### config.mk
export PLATFORM = sky130hd
export DESIGN_NAME = mem_xfer_ctrl
export DESIGN_NICKNAME = d
export VERILOG_FILES = /design/src/rtl/mem_xfer_ctrl.sv
export SDC_FILE = /design/constraint.sdc
export NUM_CORES = 1
export LEC_CHECK = 0
export BUFFER_PORTS_ARGS = -buffer_cell sky130_fd_sc_hd__buf_4
export CORE_AREA = 2 2 39 41
export CTS_CLUSTER_DIAMETER = 60
export DETAILED_ROUTE_END_ITERATION = 16
export DIE_AREA = 0 0 41 43
export GPL_TIMING_DRIVEN = 0
export PLACE_DENSITY = 0.53
export SYNTH_ARGS = -nofsm -noshare
export SYNTH_HDL_FRONTEND = slang
export SYNTH_SLANG_ARGS = --single-unit
### constraint.sdc
create_clock -name clk -period 1.3 [get_ports clk]
set_clock_uncertainty 0.2 [all_clocks]
set_input_delay 0.26 -clock clk [delete_from_list [all_inputs] [get_ports clk]]
set_output_delay 0.26 -clock clk [all_outputs]
set_load 0.03 [all_outputs]
### src/rtl/mem_xfer_ctrl.sv
// rtl/mem_xfer_ctrl.sv - MAR/MDR/memory read-write transaction sequencer
// Optional wait-state timeout abort enabled by defining MEM_TIMEOUT_EN.
module mem_xfer_ctrl #(
   parameter int TIMEOUT_CYCLES = 16,
   parameter int CNT_W          = 5
) (
   input  logic clk,
   input  logic reset_n,
   input  logic req_rd,
   input  logic req_wr,
   input  logic mem_ready,
   output logic busy,
   output logic done,
   output logic err,
   output logic mar_in,
   output logic mdr_in,
   output logic mdr_read,
   output logic mem_rd,
   output logic mem_wr
);

   if (TIMEOUT_CYCLES < 1 || TIMEOUT_CYCLES > (1 << CNT_W)) begin : g_bad_cfg
      $error("CNT_W too narrow for TIMEOUT_CYCLES-1");
   end

`ifdef MEM_TIMEOUT_EN
   typedef enum logic [2:0] {
      S_IDLE, S_ADDR, S_WDATA, S_RD_WAIT, S_WR_WAIT, S_DONE, S_ERR
   } state_t;
`else
   typedef enum logic [2:0] {
      S_IDLE, S_ADDR, S_WDATA, S_RD_WAIT, S_WR_WAIT, S_DONE
   } state_t;
`endif

   state_t r_state;
   state_t w_next;
   logic   r_is_rd;

   always_ff @(posedge clk or negedge reset_n) begin
      if (!reset_n) begin
         r_state <= S_IDLE;
         r_is_rd <= 1'b0;
      end else begin
         r_state <= w_next;
         // Read wins a tie; a simultaneous write is simply dropped.
         if (r_state == S_IDLE && (req_rd || req_wr))
            r_is_rd <= req_rd;
      end
   end

`ifdef MEM_TIMEOUT_EN
   logic [CNT_W-1:0] r_wait_cnt;
   logic             w_wait_st;
   logic             w_timeout;

   assign w_wait_st = (r_state == S_RD_WAIT) || (r_state == S_WR_WAIT);
   assign w_timeout = !mem_ready && (r_wait_cnt == CNT_W'(TIMEOUT_CYCLES - 1));

   // Held at zero outside the wait states, so every wait phase starts from 0.
   always_ff @(posedge clk or negedge reset_n) begin
      if (!reset_n)
         r_wait_cnt <= '0;
      else if (!w_wait_st)
         r_wait_cnt <= '0;
      else if (!mem_ready && r_wait_cnt != '1)
         r_wait_cnt <= r_wait_cnt + 1'b1;
   end
`else
   assign err = 1'b0;
`endif

   always_comb begin
      w_next   = r_state;
      busy     = 1'b0;
      done     = 1'b0;
`ifdef MEM_TIMEOUT_EN
      err      = 1'b0;
`endif
      mar_in   = 1'b0;
      mdr_in   = 1'b0;
      mdr_read = 1'b0;
      mem_rd   = 1'b0;
      mem_wr   = 1'b0;
      case (r_state)
         S_IDLE: begin
            if (req_rd || req_wr)
               w_next = S_ADDR;
         end
         S_ADDR: begin
            busy   = 1'b1;
            mar_in = 1'b1;
            w_next = r_is_rd ? S_RD_WAIT : S_WDATA;
         end
         S_WDATA: begin
            busy   = 1'b1;
            mdr_in = 1'b1;
            w_next = S_WR_WAIT;
         end
         S_RD_WAIT: begin
            busy     = 1'b1;
            mem_rd   = 1'b1;
            mdr_read = 1'b1;
            mdr_in   = mem_ready;
            if (mem_ready)
               w_next = S_DONE;
`ifdef MEM_TIMEOUT_EN
            else if (w_timeout)
               w_next = S_ERR;
`endif
         end
         S_WR_WAIT: begin
            busy   = 1'b1;
            mem_wr = 1'b1;
            if (mem_ready)
               w_next = S_DONE;
`ifdef MEM_TIMEOUT_EN
            else if (w_timeout)
               w_next = S_ERR;
`endif
         end
         S_DONE: begin
            done   = 1'b1;
            w_next = S_IDLE;
         end
`ifdef MEM_TIMEOUT_EN
         S_ERR: begin
            err    = 1'b1;
            w_next = S_IDLE;
         end
`endif
         default: w_next = S_IDLE;
      endcase
   end

endmodule

==> impl_metrics.csv, run 1 <==
group,metric,value,unit
run_status,status,"finished, violations left",
run_status,violations,"negative setup slack",
global_route,grt_pass1_vias,314,
route,wirelength,855,um
worst_setup_path,rr_startpoint,"r_state[2]$_DFFE_PN0P_",
final_layout,syn2layout_area_growth,120.0,%
synthesis,muxShareOfSynthArea,0,%
floorplan,fp.dieH,43,um
power_and_ir_drop,power.leakage,0.0002787,uW
sta,fmax,563.5,MHz
power_and_ir_drop,combPwrFrac,75.5,%
placed_design,pre_cts_slack,-349.6,ps
synthesis,synth_top_family_by_area,"simple AND/OR/NAND/NOR gates",
clocking,root_buffer,"clkbuf_4",
floorplan,num_io_pins,13,
worst_setup_path,cp-start-kind,"flip-flop",
route,avgViaCountPerCell,4.292,
clocking,cts_sinks,4,
global_route,antenna_found_initial,0,
worst_hold_path,worstHoldPathCells,2,
worst_setup_path,required,840,ps
final_layout,antennaDiodeCount,0,
power_and_ir_drop,internal-power,999.0,uW
synthesis,synthAdderAreaFrac,0,%
floorplan,core-area,1384,um^2
synthesis,synthCells,30,
worst_setup_path,r2r_setup_slack,-300,ps
clocking,clockBufferDepth,2,
floorplan,dieArea,1763,um^2
synthesis,synth_cell_types,20,
route,drc,0,
final_layout,mostFrequentLayoutCell,"buf_6",
global_route,grt.overflow.total,0,
route,wire_per_inst,11.88,um
route,via_count,309,
synthesis,synth_compound_area_share,14.09,%
synthesis,synth_simple_gate_area_share,34.55,%
clocking,cts_buffers,3,
worst_setup_path,crit_path_end_kind,"output pin",
synthesis,yosysWarnings,0,
sta,rsz0062_at_grt,"true",
sta,fin_ws,-474.5,ps
synthesis,synth_seq_area_share,36.36,%
power_and_ir_drop,pwr-share-clk,10.6,%
power_and_ir_drop,ir_drop,0.0009847,V
worst_setup_path,reg2reg_depth,5,
clocking,clk_pin_slew,40,ps
floorplan,die_w,41,um
sta,period_minus_slack,1774,ps
worst_hold_path,hp-start,"mem_ready",
clocking,clock_latency,250,ps
worst_setup_path,worstSetupPathType,"reg -> out",
worst_setup_path,crit_arrival,1310,ps
synthesis,syn_area_per_cell,9.175,um^2
power_and_ir_drop,power_density,2805,nW/um^2
worst_setup_path,rr_endpoint,"r_state[0]$_DFFE_PN0P_",
synthesis,synthXorXnorAreaFrac,0,%
final_layout,ff_latch_area,102.6,um^2
power_and_ir_drop,swShare,41.19,%
global_route,grt_max_degree,9,
route,first_pass_iters,1,
placed_design,port_buffers,11,
worst_setup_path,cp_max_fo,2,
final_layout,layout_common_cells,"buf_6, buf_4, nor2_4, clkbuf_4",
route,drtAntennaViolNets,0,
worst_hold_path,hold_class,"in -> reg",
sta,min_period_over_period,136.5,%
placed_design,gp_congestion,0.6621,
final_layout,num-nets-final,62,
final_layout,fillCellCount,142,
global_route,grt_pass1_wl,1366,um
floorplan,start_util,19.89,%
global_route,grt_usage,12.40,%
sta,setup_viol,9,
synthesis,ys_seq_elements,4,
clocking,h-tree-depth,1,
job,maxCapViolCount,0,
power_and_ir_drop,power,1699,uW
final_layout,multi_input_area,200.2,um^2
synthesis,syn_nets,35,
sta,timing_hold_violations_final,0,
route,drt_iter0_markers,0,
sta,slew_violations,0,
worst_hold_path,hold_path_end,"r_state[1]$_DFFE_PN0P_",
floorplan,rows,14,
power_and_ir_drop,power.switching,699.8,uW
sta,fin_tns_setup,-3216,ps
clocking,cts_tree,"built",
final_layout,layout-drive-gt1-share,76.79,%
power_and_ir_drop,p_seq_share,13.8,%
synthesis,netlist_area,275.3,um^2
sta,holdWs,20.29,ps
==> power by group through the flow <==
| stage | logic, uW | registers, uW | clock network (uW) |
|---|---|---|---|
| floorplan | 615 | 247 | 0 |
| global placement | 797 | 271 | 0 |
| detailed placement | 799 | 269 | 0 |
| CTS | 1180 | 225 | 178 |
| global route | 1360 | 243 | 191 |
| finish | 1280 | 235 | 181 |
==> flip-flops by register name (all words and copies together), names as in the netlist <==
name and count:
r_is_rd 1, r_state 3
==> through the flow <==
step	std cells	area [um^2]	util [%]
after floorplan	30	317.8	-
after global placement	57	420.4	30.38
after detailed placement	57	420.4	30.38
after CTS	71	574.3	41.50
after global routing	72	605.6	43.76
final	72	605.6	43.76
==> cells in the mapped netlist <==
cell type  number  share of area, %
nor4b_1         1               3.2
and3_2          1               2.7
o21bai_1        1               2.7
dfrtp_1         4                36
and2_1          1               2.3
o22ai_1         1               2.3
buf_6           1               4.1
nor2b_1         1               2.3
or2b_2          1               3.2
buf_4           2               5.5
o221ai_2        1               5.5
nand4bb_1       1               4.1
nor3b_1         1               2.7
inv_1           3               4.1
o21ai_0         1               1.8
nor2_1          5               6.8
conb_1          1               1.4
or3_4           1               4.1
a21oi_1         1               1.8
nand2b_2        1               3.2
==> final cells by class <==
cell class	instances	area share [%]
inverters	3	2.273
flip-flops and latches	4	16.94
well taps	16	3.306
clock buffers	4	4.339
plain buffers	2	3.099
multi-input cells	20	33.06
repair buffers	23	36.98
==> what timing repair did <==
action / in CTS / in global routing
hold buffers: 1 / 0
endpoints found under the setup margin: 9 / 10
setup buffers: 9 / 2
endpoints found under the hold margin: 4 / 0
gates resized for setup: 14 / 8
pin swaps: 4 / 3
==> cells by family after synthesis <==
group / after synthesis
other cells: 1
compound gates: 5
simple gates: 14
buf+inv: 6
flops: 4
==> worst max path at each step <==
| stage | start | end | slack [ps] | cells after the start |
|---|---|---|---|---|
| after floorplan | r_state[0]$_DFFE_PN0P_ | busy | -180 | 2 |
| after global placement | r_state[2]$_DFFE_PN0P_ | busy | -360 | 3 |
| after detailed placement | r_state[2]$_DFFE_PN0P_ | busy | -350 | 3 |
| after CTS | r_state[1]$_DFFE_PN0P_ | busy | -500 | 4 |
| after global routing | r_state[2]$_DFFE_PN0P_ | busy | -510 | 3 |
| final | r_state[2]$_DFFE_PN0P_ | busy | -470 | 3 |
==> metal layers <==
layer  vias up  track usage [%]  routed length [um]
met5         -                0                   0
met4         0            10.00                  22
met3         3            3.141                  28
met2         7            18.44                 480
met1       151            14.01                 323
li1        148                -                   -
==> critical path: stages (launching register included) <==
cell,delay (ps)
dfrtp_2,410
or3_4,390
and2_4,140
buf_6,130
Power figures use the tool's default switching activity.
==> inputs of run 2 (changes only) <==
CAP_MARGIN = 20   (was not set)
SKIP_LAST_GASP = 1   (was not set)
==> impl_metrics.csv, run 2 (same netlist as run 1, synthesis figures left out) <==
group,metric,value,unit
final_layout,reg_top3,"r_state x3, r_is_rd x1",
final_layout,mostFrequentLayoutCell,"buf_6",
route,wire_per_inst,12.07,um
final_layout,final_core_util,43.58,%
global_route,grt.overflow.total,0,
floorplan,dieArea,1763,um^2
route,drt_iter0_markers,2,
worst_setup_path,cp-start-kind,"flip-flop",
power_and_ir_drop,power,1702,uW
worst_setup_path,rr_startpoint,"r_state[2]$_DFFE_PN0P_",
route,drtAntennaViolNets,0,
global_route,grt_pass1_wl,1393,um
final_layout,regMostFlops,"r_state",
sta,min_period_over_period,136.5,%
placed_design,port_buffers,11,
sta,slew_violations,0,
clocking,cts_tree,"built",
worst_setup_path,worstSetupPathType,"reg -> out",
worst_setup_path,crit_arrival,1310,ps
job,maxCapViolCount,0,
clocking,clock_latency,250,ps
final_layout,largest_reg_flops,3,
final_layout,layout_common_cells,"buf_6, buf_4, nor2_4, clkbuf_4",
worst_setup_path,startpoint,"r_state[2]$_DFFE_PN0P_",
route,via_count,321,
final_layout,num-nets-final,62,
placed_design,gp_congestion,0.6621,
route,wirelength,869,um
worst_hold_path,hold_class,"in -> reg",
placed_design,pre_cts_slack,-349.6,ps
floorplan,die_w,41,um
sta,holdWs,14.30,ps
floorplan,start_util,19.89,%
sta,fin_tns_setup,-3263,ps
clocking,h-tree-depth,1,
power_and_ir_drop,ir_drop,0.0009911,V
global_route,grt_pass1_vias,318,
floorplan,num_io_pins,13,
route,first_pass_iters,4,
clocking,clockBufferDepth,2,
clocking,cts_buffers,3,
worst_setup_path,cp_max_fo,2,
global_route,grt_max_degree,9,
power_and_ir_drop,power_density,2822,nW/um^2
clocking,cts_sinks,4,
sta,timing_hold_violations_final,0,
power_and_ir_drop,power.leakage,0.0002778,uW
sta,fin_ws,-474.3,ps
final_layout,syn2layout_area_growth,119.1,%
worst_setup_path,required,840,ps
worst_setup_path,r2r_setup_slack,-310,ps
final_layout,layout-drive-gt1-share,75.00,%
route,drc,0,
global_route,grt_usage,12.50,%
final_layout,multi_input_area,197.7,um^2
worst_setup_path,reg2reg_depth,5,
worst_setup_path,endpoint,"busy",
floorplan,rows,14,
run_status,status,"finished, violations left",
global_route,antenna_found_initial,0,
floorplan,core-area,1384,um^2
final_layout,antennaDiodeCount,0,
route,avgViaCountPerCell,4.458,
final_layout,ff_latch_area,102.6,um^2
worst_setup_path,crit_path_end_kind,"output pin",
floorplan,fp.dieH,43,um
sta,period_minus_slack,1774,ps
sta,setup_viol,9,
clocking,clk_pin_slew,40,ps
clocking,root_buffer,"clkbuf_4",
run_status,violations,"negative setup slack",
sta,fmax,563.6,MHz
final_layout,fillCellCount,143,
worst_setup_path,rr_endpoint,"r_state[0]$_DFFE_PN0P_",
sta,rsz0062_at_grt,"true",
## run 2: changes by cell type in the layout (fill, tap and decap cells not counted)
cell	previous run	this run
nor2b_2	1	0
nor2b_1	0	1
## run 2: metrics by stage
stage          instance area (um^2)  std cells
6_report                      603.1         72
5_1_grt                       603.1         72
4_1_cts                       570.5         71
3_5_place_dp                  420.4         57
3_3_place_gp                  420.4         57
2_1_floorplan                 317.8         30
## run 2: repair_timing
action	CTS	global route
setup buffers	9	2
cloned	0	0
hold buffers	1	0
endpoints found under the setup margin	9	10
gates resized for setup	13	8
endpoints found under the hold margin	4	0
pin swaps	4	3
## run 2: worst min-delay path by stage
stage                          from                endpoint  depth (start not counted)
after floorplan             reset_n     r_is_rd$_DFFE_PN0P_                          0
after global placement      reset_n     r_is_rd$_DFFE_PN0P_                          1
after detailed placement    reset_n  r_state[2]$_DFFE_PN0P_                          1
after CTS                 mem_ready  r_state[1]$_DFFE_PN0P_                          2
after global routing      mem_ready  r_state[1]$_DFFE_PN0P_                          2
final                     mem_ready  r_state[1]$_DFFE_PN0P_                          2
## run 2: power breakdown
part	leakage, uW	switching [uW]	internal, uW
combinational	0.000216	593	690
sequential	0.0000466	45.7	190
clock	0.0000150	67.7	116
## run 2: per-layer routing
metal	GRT usage (%)	vias to the layer above	wire length, um
met5	0	-	0
met4	10.00	0	32
met3	3.141	5	34
met2	18.44	10	470
met1	14.33	157	331
li1	-	149	-
## run 2: layout make-up
cell class,count,area share [%]
Tap cell,16,3.320
Buffer,2,3.112
Clock buffer,4,4.357
Sequential cell,4,17.01
Inverter,3,2.282
Multi-Input combinational cell,20,32.78
Timing Repair Buffer,23,37.14
## run 2: critical path, cell delays in order (launching register included)
cell	delay, ps
dfrtp_2	420
or3_4	390
and2_4	140
buf_6	130
